--- src/rtl/ex_operand_stage.sv ---
// Purpose  : ID/EX pipeline register with EX-stage operand forwarding (MEM > WB > held register file).
// Latency  : 1 cycle from ID capture to EX outputs; forwarding is combinational on held fields + mem/wb.
// Backpres.: stall holds the slot (refreshing held operands from WB); flush loads a bubble; reset > flush > stall.
//
// Ports:
//   clk, reset                       clock and synchronous active-high reset
//   stall, flush                     hazard-unit controls
//   id_valid, id_rs, id_rt, id_rd    decoded instruction identity and register numbers
//   id_rdata1, id_rdata2, id_imm     register-file read data and extended immediate
//   id_regdst, id_alusrc, id_regwrite  destination select, ALU-B select, register write enable
//   mem_regwrite, mem_wreg, mem_fwd_data   MEM-stage result for forwarding
//   wb_regwrite, wb_wreg, wb_data          WB-stage result for forwarding and stall refresh
//   ex_valid, ex_alu_a, ex_alu_b, ex_store_data, ex_wreg, ex_regwrite   EX-stage outputs
module ex_operand_stage #(
  parameter int DATA_W   = 32,
  parameter int REG_AW   = 5,
  parameter int LINK_REG = 31,
  parameter int FWD_EN   = 1
) (
  input  logic              clk,
  input  logic              reset,
  input  logic              stall,
  input  logic              flush,
  input  logic              id_valid,
  input  logic [REG_AW-1:0] id_rs,
  input  logic [REG_AW-1:0] id_rt,
  input  logic [REG_AW-1:0] id_rd,
  input  logic [DATA_W-1:0] id_rdata1,
  input  logic [DATA_W-1:0] id_rdata2,
  input  logic [DATA_W-1:0] id_imm,
  input  logic [1:0]        id_regdst,
  input  logic              id_alusrc,
  input  logic              id_regwrite,
  input  logic              mem_regwrite,
  input  logic [REG_AW-1:0] mem_wreg,
  input  logic [DATA_W-1:0] mem_fwd_data,
  input  logic              wb_regwrite,
  input  logic [REG_AW-1:0] wb_wreg,
  input  logic [DATA_W-1:0] wb_data,
  output logic              ex_valid,
  output logic [DATA_W-1:0] ex_alu_a,
  output logic [DATA_W-1:0] ex_alu_b,
  output logic [DATA_W-1:0] ex_store_data,
  output logic [REG_AW-1:0] ex_wreg,
  output logic              ex_regwrite
);

  localparam logic [REG_AW-1:0] LINK = REG_AW'(LINK_REG);

  // Held ID/EX fields
  logic              h_valid;
  logic [REG_AW-1:0] h_rs;
  logic [REG_AW-1:0] h_rt;
  logic [REG_AW-1:0] h_rd;
  logic [DATA_W-1:0] h_rdata1;
  logic [DATA_W-1:0] h_rdata2;
  logic [DATA_W-1:0] h_imm;
  logic [1:0]        h_regdst;
  logic              h_alusrc;
  logic              h_regwrite;

  // WB hits on held source registers, used for the stall refresh.
  logic wb_hit_rs;
  logic wb_hit_rt;

  assign wb_hit_rs = wb_regwrite && (wb_wreg != '0) && (wb_wreg == h_rs);
  assign wb_hit_rt = wb_regwrite && (wb_wreg != '0) && (wb_wreg == h_rt);

  always_ff @(posedge clk) begin
    if (reset) begin
      h_valid    <= 1'b0;
      h_rs       <= '0;
      h_rt       <= '0;
      h_rd       <= '0;
      h_rdata1   <= '0;
      h_rdata2   <= '0;
      h_imm      <= '0;
      h_regdst   <= '0;
      h_alusrc   <= 1'b0;
      h_regwrite <= 1'b0;
    end else if (flush) begin
      // Bubble: clearing rs/rt keeps the empty slot from matching any forward.
      h_valid    <= 1'b0;
      h_regwrite <= 1'b0;
      h_rs       <= '0;
      h_rt       <= '0;
    end else if (stall) begin
      // A producer may retire from WB while we sit here; capture its value
      // now, or the held operand would go stale once WB moves on.
      if (FWD_EN != 0) begin
        if (wb_hit_rs) h_rdata1 <= wb_data;
        if (wb_hit_rt) h_rdata2 <= wb_data;
      end
    end else begin
      h_valid    <= id_valid;
      h_rs       <= id_rs;
      h_rt       <= id_rt;
      h_rd       <= id_rd;
      h_rdata1   <= id_rdata1;
      h_rdata2   <= id_rdata2;
      h_imm      <= id_imm;
      h_regdst   <= id_regdst;
      h_alusrc   <= id_alusrc;
      h_regwrite <= id_regwrite & id_valid;
    end
  end

  // Forwarding muxes. Register 0 is hardwired and never forwarded; MEM is the
  // younger producer so it wins over WB.
  logic [DATA_W-1:0] fwd_rs;
  logic [DATA_W-1:0] fwd_rt;

  always_comb begin
    fwd_rs = h_rdata1;
    if ((FWD_EN != 0) && (h_rs != '0)) begin
      if (mem_regwrite && (mem_wreg == h_rs))
        fwd_rs = mem_fwd_data;
      else if (wb_regwrite && (wb_wreg == h_rs))
        fwd_rs = wb_data;
    end
  end

  always_comb begin
    fwd_rt = h_rdata2;
    if ((FWD_EN != 0) && (h_rt != '0)) begin
      if (mem_regwrite && (mem_wreg == h_rt))
        fwd_rt = mem_fwd_data;
      else if (wb_regwrite && (wb_wreg == h_rt))
        fwd_rt = wb_data;
    end
  end

  // Destination decode; a non-writing instruction reports register 0.
  logic [REG_AW-1:0] dest;

  always_comb begin
    case (h_regdst)
      2'd1:    dest = h_rd;
      2'd2:    dest = LINK;
      default: dest = h_rt;
    endcase
  end

  assign ex_valid      = h_valid;
  assign ex_regwrite   = h_valid & h_regwrite;
  assign ex_alu_a      = fwd_rs;
  assign ex_store_data = fwd_rt;
  assign ex_alu_b      = h_alusrc ? h_imm : fwd_rt;
  assign ex_wreg       = h_regwrite ? dest : '0;

endmodule
--- config.mk ---
export PLATFORM = sky130hd
export DESIGN_NAME = ex_operand_stage
export DESIGN_NICKNAME = d
export VERILOG_FILES = /design/src/rtl/ex_operand_stage.sv
export SDC_FILE = /design/constraint.sdc
export NUM_CORES = 1
export LEC_CHECK = 0
export CORE_MARGIN = 4
export CORE_UTILIZATION = 36
export CTS_CLUSTER_SIZE = 16
export DETAILED_ROUTE_END_ITERATION = 6
export GPL_TIMING_DRIVEN = 0
export PLACE_DENSITY = 0.77
export SLEW_MARGIN = 20
export SYNTH_ARGS = -nofsm -noshare
export SYNTH_HDL_FRONTEND = slang
export SYNTH_SLANG_ARGS = --single-unit
export TNS_END_PERCENT = 100
--- constraint.sdc ---
create_clock -name clk -period 4.95 [get_ports clk]
set_clock_uncertainty 0.2 [all_clocks]
set_input_delay 1.485 -clock clk [delete_from_list [all_inputs] [get_ports clk]]
set_output_delay 1.485 -clock clk [all_outputs]
set_load 0.1 [all_outputs]
==> results of run 1 <==
[worst paths after layout]
path              start           end  slack (ps)  cells past startpoint
max reg2reg     h_rt[0]  h_rdata2[25]        2020                      9
min             h_rd[1]       h_rd[1]         260                      2
max          wb_wreg[0]  ex_alu_b[13]        -320                     11
min reg2reg     h_rd[1]       h_rd[1]         260                      2
[Yosys cell counts, types with 2 or more instances]
| library cell | number |
|---|---|
| nor3_1 | 3 |
| a2bb2oi_1 | 32 |
| and2_1 | 3 |
| buf_2 | 14 |
| o22ai_1 | 40 |
| xor2_1 | 12 |
| nor2_1 | 90 |
| inv_1 | 12 |
| a211oi_1 | 64 |
| xnor2_1 | 8 |
| buf_4 | 3 |
| mux2i_1 | 74 |
| a221oi_1 | 8 |
| dfxtp_1 | 116 |
| mux2_2 | 63 |
| nand2_1 | 87 |
| clkbuf_1 | 51 |
| buf_1 | 9 |
| or4_1 | 2 |
| buf_6 | 2 |
| o221a_1 | 23 |
| nand3_1 | 2 |
| nor4_1 | 2 |
| o21ai_0 | 5 |
| ha_1 | 2 |
| o22a_1 | 25 |
| a21oi_1 | 48 |
| or2_2 | 4 |
[worst max-delay path, delay by kind of cell]
family,cells,cell delay [ps]
buf+inv,6,920
simple gates,2,680
compound gates,2,350
xor+xnor,1,150
[layer usage]
| layer | track usage (%) | wire length [µm] | vias to the layer above |
|---|---|---|---|
| met5 | 0 | 27 | - |
| met1 | 38.3 | 14700 | 4186 |
| met4 | 11.6 | 1130 | 4 |
| met2 | 49.5 | 17800 | 496 |
| met3 | 7.19 | 2870 | 89 |
| li1 | - | - | 3778 |
[final cells by class]
| class | instances | area, µm² |
|---|---|---|
| Timing Repair Buffer | 341 | 4460 |
| Tap cell | 260 | 325 |
| Fill cell | 1308 | 4790 |
| Multi-Input combinational cell | 610 | 5960 |
| Sequential cell | 116 | 2320 |
| Clock buffer | 22 | 454 |
| Inverter | 12 | 45.0 |
| Clock inverter | 10 | 108 |
| Buffer | 75 | 554 |
[flip-flops by register name (all words and copies together) (netlist names)]
register and flops:
h_rd 5, h_regwrite 1, h_rdata2 32, h_rdata1 32, ex_valid 1, h_regdst 2, h_rs 5, h_alusrc 1
h_imm 32, h_rt 5
[kinds of logic (layout without fill, tap and decap cells)]
family / count (synthesis) / in the layout / synth area share [%]
xor gates and xnor gates: 20 / 20 / 2.48
AOI/OAI and AO/OA: 252 / 252 / 26.7
and+or+nand+nor: 199 / 199 / 11.6
buffers and inverters: 91 / 460 / 5.46
DFF: 116 / 116 / 32.9
adders and majority gates: 2 / 2 / 0.354
muxes: 137 / 137 / 20.5
[through the flow]
step | hold slack, ps | area (µm²) | setup slack (ps) | cells | utilization, %
after floorplan | 236 | 7860 | -536 | 817 | -
after global placement | 244 | 11100 | -2030 | 1373 | 58.6
after detailed placement | 248 | 11200 | -1940 | 1373 | 58.7
after CTS | 258 | 12900 | -778 | 1433 | 67.8
after global routing | 272 | 14200 | -368 | 1446 | 74.8
final | 258 | 14200 | -321 | 1446 | 74.8
[what timing repair did]
action	CTS	global route
setup buffers	27	15
pin swaps	11	23
endpoints found under the setup margin	96	96
gates cloned	4	2
gates resized for setup	744	437
endpoints found under the hold margin	0	0
[power by group through the flow]
stage          sequential, mW  clock, mW  combinational (mW)
2_1_floorplan            1.05          0               0.900
3_3_place_gp             1.06          0                1.30
3_5_place_dp             1.06          0                1.31
4_1_cts                  1.04       1.22                1.43
5_1_grt                  1.05       1.27                1.66
6_report                 1.05       1.23                1.61
==> flow_summary.toml, run 1 <==
[outcome]
status = "finished with violations"
violations = "setup timing"

[die]
fp.dieW_um = 148
start_util_pct = 37.1
die_h_um = 148
die-area_um2 = 21900
io_pins = 299
core_area_um2 = 19000
rows = 50

[power_and_ir_drop]
pwr-share-seq_pct = 26.9
ir_drop_v = 0.000223
p_comb_share_pct = 41.5
p_int_mw = 2.40
p_sw_mw = 1.48
power.density_nw_per_um2 = 273
swShare_pct = 38.1
clkPwrFrac_pct = 31.6
leakagePower_nw = 5.49
power_mw = 3.89

[clock_network]
clk_pin_slew_ps = 60
numCtsBuffers = 17
insertion_delay_ps = 430
postCtsHoldBufs = 0
cts_tree = "built"
cts_root_buf = "clkbuf_16"
cts_sinks = 116
htreeDepth = 4
cts_max_path_buffers = 2

[timing]
max_freq_ghz = 0.190
worstMarginPinSlew_ps = 1030
tns_ps = -14760
finalHoldViolations = 0
drv_slew = 0
min_period_ps = 5270
post-route-period-util_pct = 106
finalSetupViolations = 89
fin_ws_ps = -321
rsz0062_at_grt = "yes"
slew_headroom_pct = 31.4

[placement]
hpwl_um = 23900
gp_congestion = 0.903
portBuffers = 296

[final_layout]
final_cell_mix = "clkdlybuf4s50_1, dfxtp_1, buf_12"
areaGrowthSynthToFinish_pct = 101
final_common_cell = "clkdlybuf4s50_1"
fin_nets = 1371
drive_gt1_share_pct = 34.2
n_antenna_cell = 0

[setup_path]
path_cells = "buf_8 > xor2_4 > nor4_4 > buf_4 > o211ai_4 > buf_12 > or3_4 > buf_12 > clkbuf_16 > o221a_4 > buf_12"
crit_path_end_kind = "primary output"
path_class = "in -> out"
crit_fanout = 8
start_kind = "input port"
worst_path_max_delay_cell = "nor4_4"
critPathMostFrequentCell = "buf_12"
max_stage_delay_ps = 340
cp_data_required_time_ps = 3260
cp_data_arrival_time_ps = 3590

[drt]
routed_wl_um = 36600
vias = 8553
viasPerCell = 5.91
drt_pre_antenna_iters = 5
drtIter0Drc = 529
routedWlPerCell_um = 25.3
ant_nets = 0
drc_errors = 0

[logic_synthesis]
yosys_warnings = 0
yosysTopAreaCellShare_pct = 32.9
ys_seq_area_share_pct = 32.9
netlist_top_cells_area = "dfxtp_1, mux2i_1, mux2_2"
synth_top_area_cell = "dfxtp_1"
synth_area_per_cell_um2 = 8.65
syn_area_um2 = 7060
synth_top_flop_cell = "dfxtp_1"
synth-edff-count = 0
synth_nets = 1015
synth.distinct_cells = 41
yosys_register_bits = 116
syn_inst = 817
synth-async-reset-ratio_pct = 0

[flow_run]
maxCapViolations = 0

[worst_hold_path]
hp-class = "reg -> reg"

[global_routing]
grt_use_total_pct = 30.1
antenna_found_initial = 2
grt_pass1_wl_um = 50800
overflow = 0
grt_max_degree = 17
grt_pass1_vias = 8451
Power figures use the tool's default switching activity.
==> run 2: changes to the inputs <==
- CTS_BUF_LIST: default -> sky130_fd_sc_hd__clkbuf_16
==> flow_summary.toml, run 2 (synthesis results as in run 1) <==
[outcome]
status = "finished with violations"
violations = "setup timing"

[drt]
ant_nets = 0
viasPerCell = 5.90
drtIter0Drc = 554
routed_wl_um = 36500
vias = 8537
drc_errors = 0
drt_pre_antenna_iters = 5
routedWlPerCell_um = 25.2

[power_and_ir_drop]
power_mw = 3.86
leakagePower_nw = 5.52
power.density_nw_per_um2 = 271
ir_drop_v = 0.000222

[clock_network]
cts_tree = "built"
insertion_delay_ps = 430
numCtsBuffers = 17
clk_pin_slew_ps = 50
cts_max_path_buffers = 2
htreeDepth = 4
postCtsHoldBufs = 0
cts_sinks = 116
cts_root_buf = "clkbuf_16"

[setup_path]
start_kind = "input port"
path_cells = "buf_8 > xor2_4 > nor4_4 > buf_4 > o211ai_4 > buf_12 > or3_4 > buf_12 > clkbuf_16 > o221a_4 > buf_12"
r2r_end = "h_rdata2[28]"
critPathMostFrequentCell = "buf_12"
reg2reg_depth = 9
path_class = "in -> out"
critPathTopFamily = "buffers and inverters"
cp_data_required_time_ps = 3260
path_buf_inv = 6
critPathCapture = "ex_alu_b[13]"
crit_path_end_kind = "primary output"
crit_fanout = 8
critical_path.startpoint = "wb_wreg[0]"
r2r_slack_ps = 2080
cp_data_arrival_time_ps = 3570
worst_path_max_delay_cell = "or3_4"
crit_cells = 11
max_stage_delay_ps = 340
r2r_start = "h_rt[0]"

[worst_hold_path]
hp-class = "reg -> reg"

[final_layout]
postLayoutCellArea_um2 = 14200
fin_nets = 1371
top_regs = "h_imm x32, h_rdata1 x32, h_rdata2 x32"
n_antenna_cell = 0
areaGrowthSynthToFinish_pct = 101
final_common_cell = "clkdlybuf4s50_1"
final_cell_mix = "clkdlybuf4s50_1, dfxtp_1, buf_12"
drive_gt1_share_pct = 33.7
stdcell_count = 1446

[placement]
hpwl_um = 23900
portBuffers = 296
dpl_cell_area_um2 = 11200
dp.cells = 1373
gp_congestion = 0.903

[timing]
min_period_ps = 5260
max_freq_ghz = 0.190
finalSetupViolations = 82
finalHoldViolations = 0
fin_ws_ps = -308
rsz0062_at_grt = "yes"
post-route-period-util_pct = 106
worstMarginPinSlew_ps = 1030
drv_slew = 0
slew_headroom_pct = 31.5

[die]
die-area_um2 = 21900
core_area_um2 = 19000
start_util_pct = 37.1
rows = 50
die_h_um = 148
fp.dieW_um = 148
io_pins = 299

[global_routing]
antenna_found_initial = 2
grt_pass1_wl_um = 50700
grt_max_degree = 17
overflow = 0
grt_pass1_vias = 8436
grt_use_total_pct = 30.1

[flow_run]
maxCapViolations = 0
-- run 2: routing by layer --
metal | routed length, µm | vias up | part of all wire [%] | track usage [%]
li1 | - | 3772 | - | -
met3 | 2800 | 79 | 7.7 | 7.25
met4 | 1060 | 4 | 2.9 | 11.3
met2 | 17700 | 478 | 49 | 49.5
met5 | 27 | - | 0.074 | 0
met1 | 14800 | 4204 | 41 | 38.3
-- run 2: what timing repair did --
item	in CTS	in global routing
resized for setup	744	431
cloned	4	2
setup buffers	27	14
endpoints found under the setup margin	96	96
pin swaps	11	41
-- run 2: stage by stage --
stage | hold slack, ps | util (%) | setup TNS [ps] | worst slack (ps)
floorplan | 236 | - | -2970 | -536
global placement | 244 | 58.6 | -175090 | -2030
detailed placement | 248 | 58.7 | -174170 | -1940
CTS | 258 | 67.7 | -36630 | -778
global route | 272 | 74.8 | -19180 | -339
finish | 259 | 74.8 | -15910 | -308
-- run 2: how the worst min path moves through the flow --
stage | start | endpoint | slack (ps) | cells past startpoint
2_1_floorplan | h_imm[12] | h_imm[12] | 240 | 2
3_3_place_gp | h_imm[25] | h_imm[25] | 240 | 2
3_5_place_dp | h_imm[14] | h_imm[14] | 250 | 2
4_1_cts | h_imm[14] | h_imm[14] | 260 | 2
5_1_grt | h_rd[1] | h_rd[1] | 270 | 2
6_report | h_rd[1] | h_rd[1] | 260 | 2
-- run 2: area by class of cell --
cell class | instances | area, µm²
multi-input cells | 610 | 5900
fillers | 1301 | 4790
repair buffers | 340 | 4490
flip-flops and latches | 116 | 2320
plain buffers | 76 | 589
clock buffers | 17 | 425
well taps | 260 | 325
clock inverters | 15 | 126
inverters | 12 | 45.0
-- run 2: power by group --
part           switching (mW)  internal [mW]
registers              0.0551          0.990
logic                   0.945          0.668
clock network           0.478          0.724
total                    1.48           2.38
-- run 2: worst register-to-register path, stage by stage (launching register included) --
cell	delay [ps]
dfxtp_1	580
xor2_4	130
nor4_4	320
buf_4	180
buf_4	100
a31o_2	130
buf_2	260
buf_1	530
nor2_1	110
a211oi_1	250
==> run 3: changes to the inputs <==
- CORE_UTILIZATION: 36 -> 44
- GPL_TIMING_DRIVEN: 0 -> 1
- PLACE_DENSITY: 0.77 -> 0.89
==> flow_summary.toml, run 3 (synthesis results as in run 1) <==
[power_and_ir_drop]
leakagePower_nw = 5.53
ir_drop_v = 0.000291
power.density_nw_per_um2 = 285

[clock_network]
insertion_delay_ps = 440
cts_max_path_buffers = 2
cts_tree = "built"
clk_pin_slew_ps = 60
cts_root_buf = "clkbuf_16"
htreeDepth = 4
cts_sinks = 116
postCtsHoldBufs = 0
numCtsBuffers = 17

[drt]
ant_nets = 0
viasPerCell = 6.74
drc_errors = 0
routedWlPerCell_um = 30.1
routed_wl_um = 41200
drtIter0Drc = 880
drt_pre_antenna_iters = 5
vias = 9210

[die]
start_util_pct = 44.6
fp.dieW_um = 135
io_pins = 299
rows = 46
die_h_um = 135
die-area_um2 = 18100
core_area_um2 = 15800

[final_layout]
final_common_cell = "clkdlybuf4s50_1"
fin_nets = 1335
final_cell_mix = "clkdlybuf4s50_1, dfxtp_1, buf_12"
postLayoutCellArea_um2 = 14400
areaGrowthSynthToFinish_pct = 104
final_util_pct = 91.0
drive_gt1_share_pct = 36.3
stdcell_count = 1367
top_regs = "h_imm x32, h_rdata1 x32, h_rdata2 x32"

[setup_path]
cp_data_required_time_ps = 3260
path_cells = "buf_6 > xor2_1 > nor4_1 > buf_4 > and3_4 > buf_12 > buf_12 > mux2_4 > mux2_4 > buf_12"
r2r_slack_ps = 2150
critPathTopFamily = "buffers and inverters"
crit_cells = 10
path_class = "in -> out"
r2r_start = "h_rs[0]"
max_stage_delay_ps = 330
crit_fanout = 6
crit_path_end_kind = "primary output"
critPathMostFrequentCell = "buf_12"
path_buf_inv = 5
reg2reg_depth = 9
cp_data_arrival_time_ps = 3550
start_kind = "input port"
worst_path_max_delay_cell = "nor4_1"
critical_path.startpoint = "mem_wreg[3]"

[placement]
dpl_cell_area_um2 = 12200
hpwl_um = 21600
dp.cells = 1298
portBuffers = 298
dp_slack_ps = -666
gp_congestion = 0.855

[timing]
fin_ws_ps = -282
rsz0062_at_grt = "yes"
finalHoldViolations = 0
post-route-period-util_pct = 106
drv_slew = 0
finalSetupViolations = 96
worstMarginPinSlew_ps = 1060
max_freq_ghz = 0.191
slew_headroom_pct = 29.6
min_period_ps = 5230

[flow_run]
maxCapViolations = 0

[outcome]
status = "finished with violations"
violations = "setup timing"

[global_routing]
grt_pass1_wl_um = 58800
grt_max_degree = 65
antenna_found_initial = 3
grt_pass1_vias = 9653
grt_use_total_pct = 42.7
overflow = 0

[worst_hold_path]
hp-class = "reg -> reg"
min_from = "h_imm[20]"
whs_path_depth = 2
## run 3: changes by cell type in the layout (fill, tap and decap cells not counted), sizes merged
| cell | change |
|---|---|
| clkbuf | -44 |
| inv | -4 |
| dlymetal6s2s | -2 |
| dlygate4sd2 | +2 |
| bufinv | +3 |
| clkdlybuf4s50 | -5 |
| diode | +1 |
| clkinvlp | +1 |
| buf | +13 |
## run 3: worst reg2reg max path, cell delays in order, from the launching register on
cell	delay, ps
dfxtp_1	530
xor2_1	140
nor4_2	350
buf_4	170
buf_4	90
buf_4	100
a41o_2	220
buf_12	300
nor2_1	170
a211oi_1	400
## run 3: path summary, 6_finish.rpt
| path | to |
|---|---|
| setup / recovery | ex_alu_a[4] |
| hold / removal | h_imm[20] |
| setup reg to reg | h_rdata1[13] |
| hold reg to reg | h_imm[20] |
## run 3: metrics by stage
stage	hold slack (ps)	TNS (ps)	total power [mW]
floorplan	236	-2970	1.95
global placement	242	-47480	2.54
detailed placement	247	-49700	2.57
CTS	255	-9460	4.01
global route	285	-20220	4.17
finish	260	-17180	4.11
## run 3: layer usage
metal | track usage (%) | vias up | share of wire [%]
met5 | 0 | - | 0.066
met4 | 29.4 | 4 | 7.3
met3 | 12.6 | 257 | 10
met2 | 71.4 | 797 | 48
met1 | 46.7 | 4447 | 34
li1 | - | 3705 | -
## run 3: what timing repair did
action / in CTS / in global routing
endpoints found under the hold margin: 0 / 0
endpoints found under the setup margin: 96 / 96
pin swaps: 30 / 15
gates resized for setup: 230 / 28
cloned: 13 / 0
buffers inserted: 25 / 12
## run 3: report_power, final
group          total, mW  switching (mW)  internal [mW]
Sequential          1.05          0.0634          0.990
Clock               1.39           0.508          0.886
Combinational       1.66           0.973          0.687
Total               4.11            1.54           2.56
## run 3: cell type report
| type | count | area (µm²) |
|---|---|---|
| tap | 216 | 270 |
| clock inverter | 15 | 213 |
| sequential | 116 | 2320 |
| antenna | 1 | 2.50 |
| timing repair buffer | 380 | 5060 |
| inverter | 12 | 45.0 |
| multi-input combinational | 610 | 6070 |
| clock buffer | 17 | 425 |
| fill | 573 | 1420 |
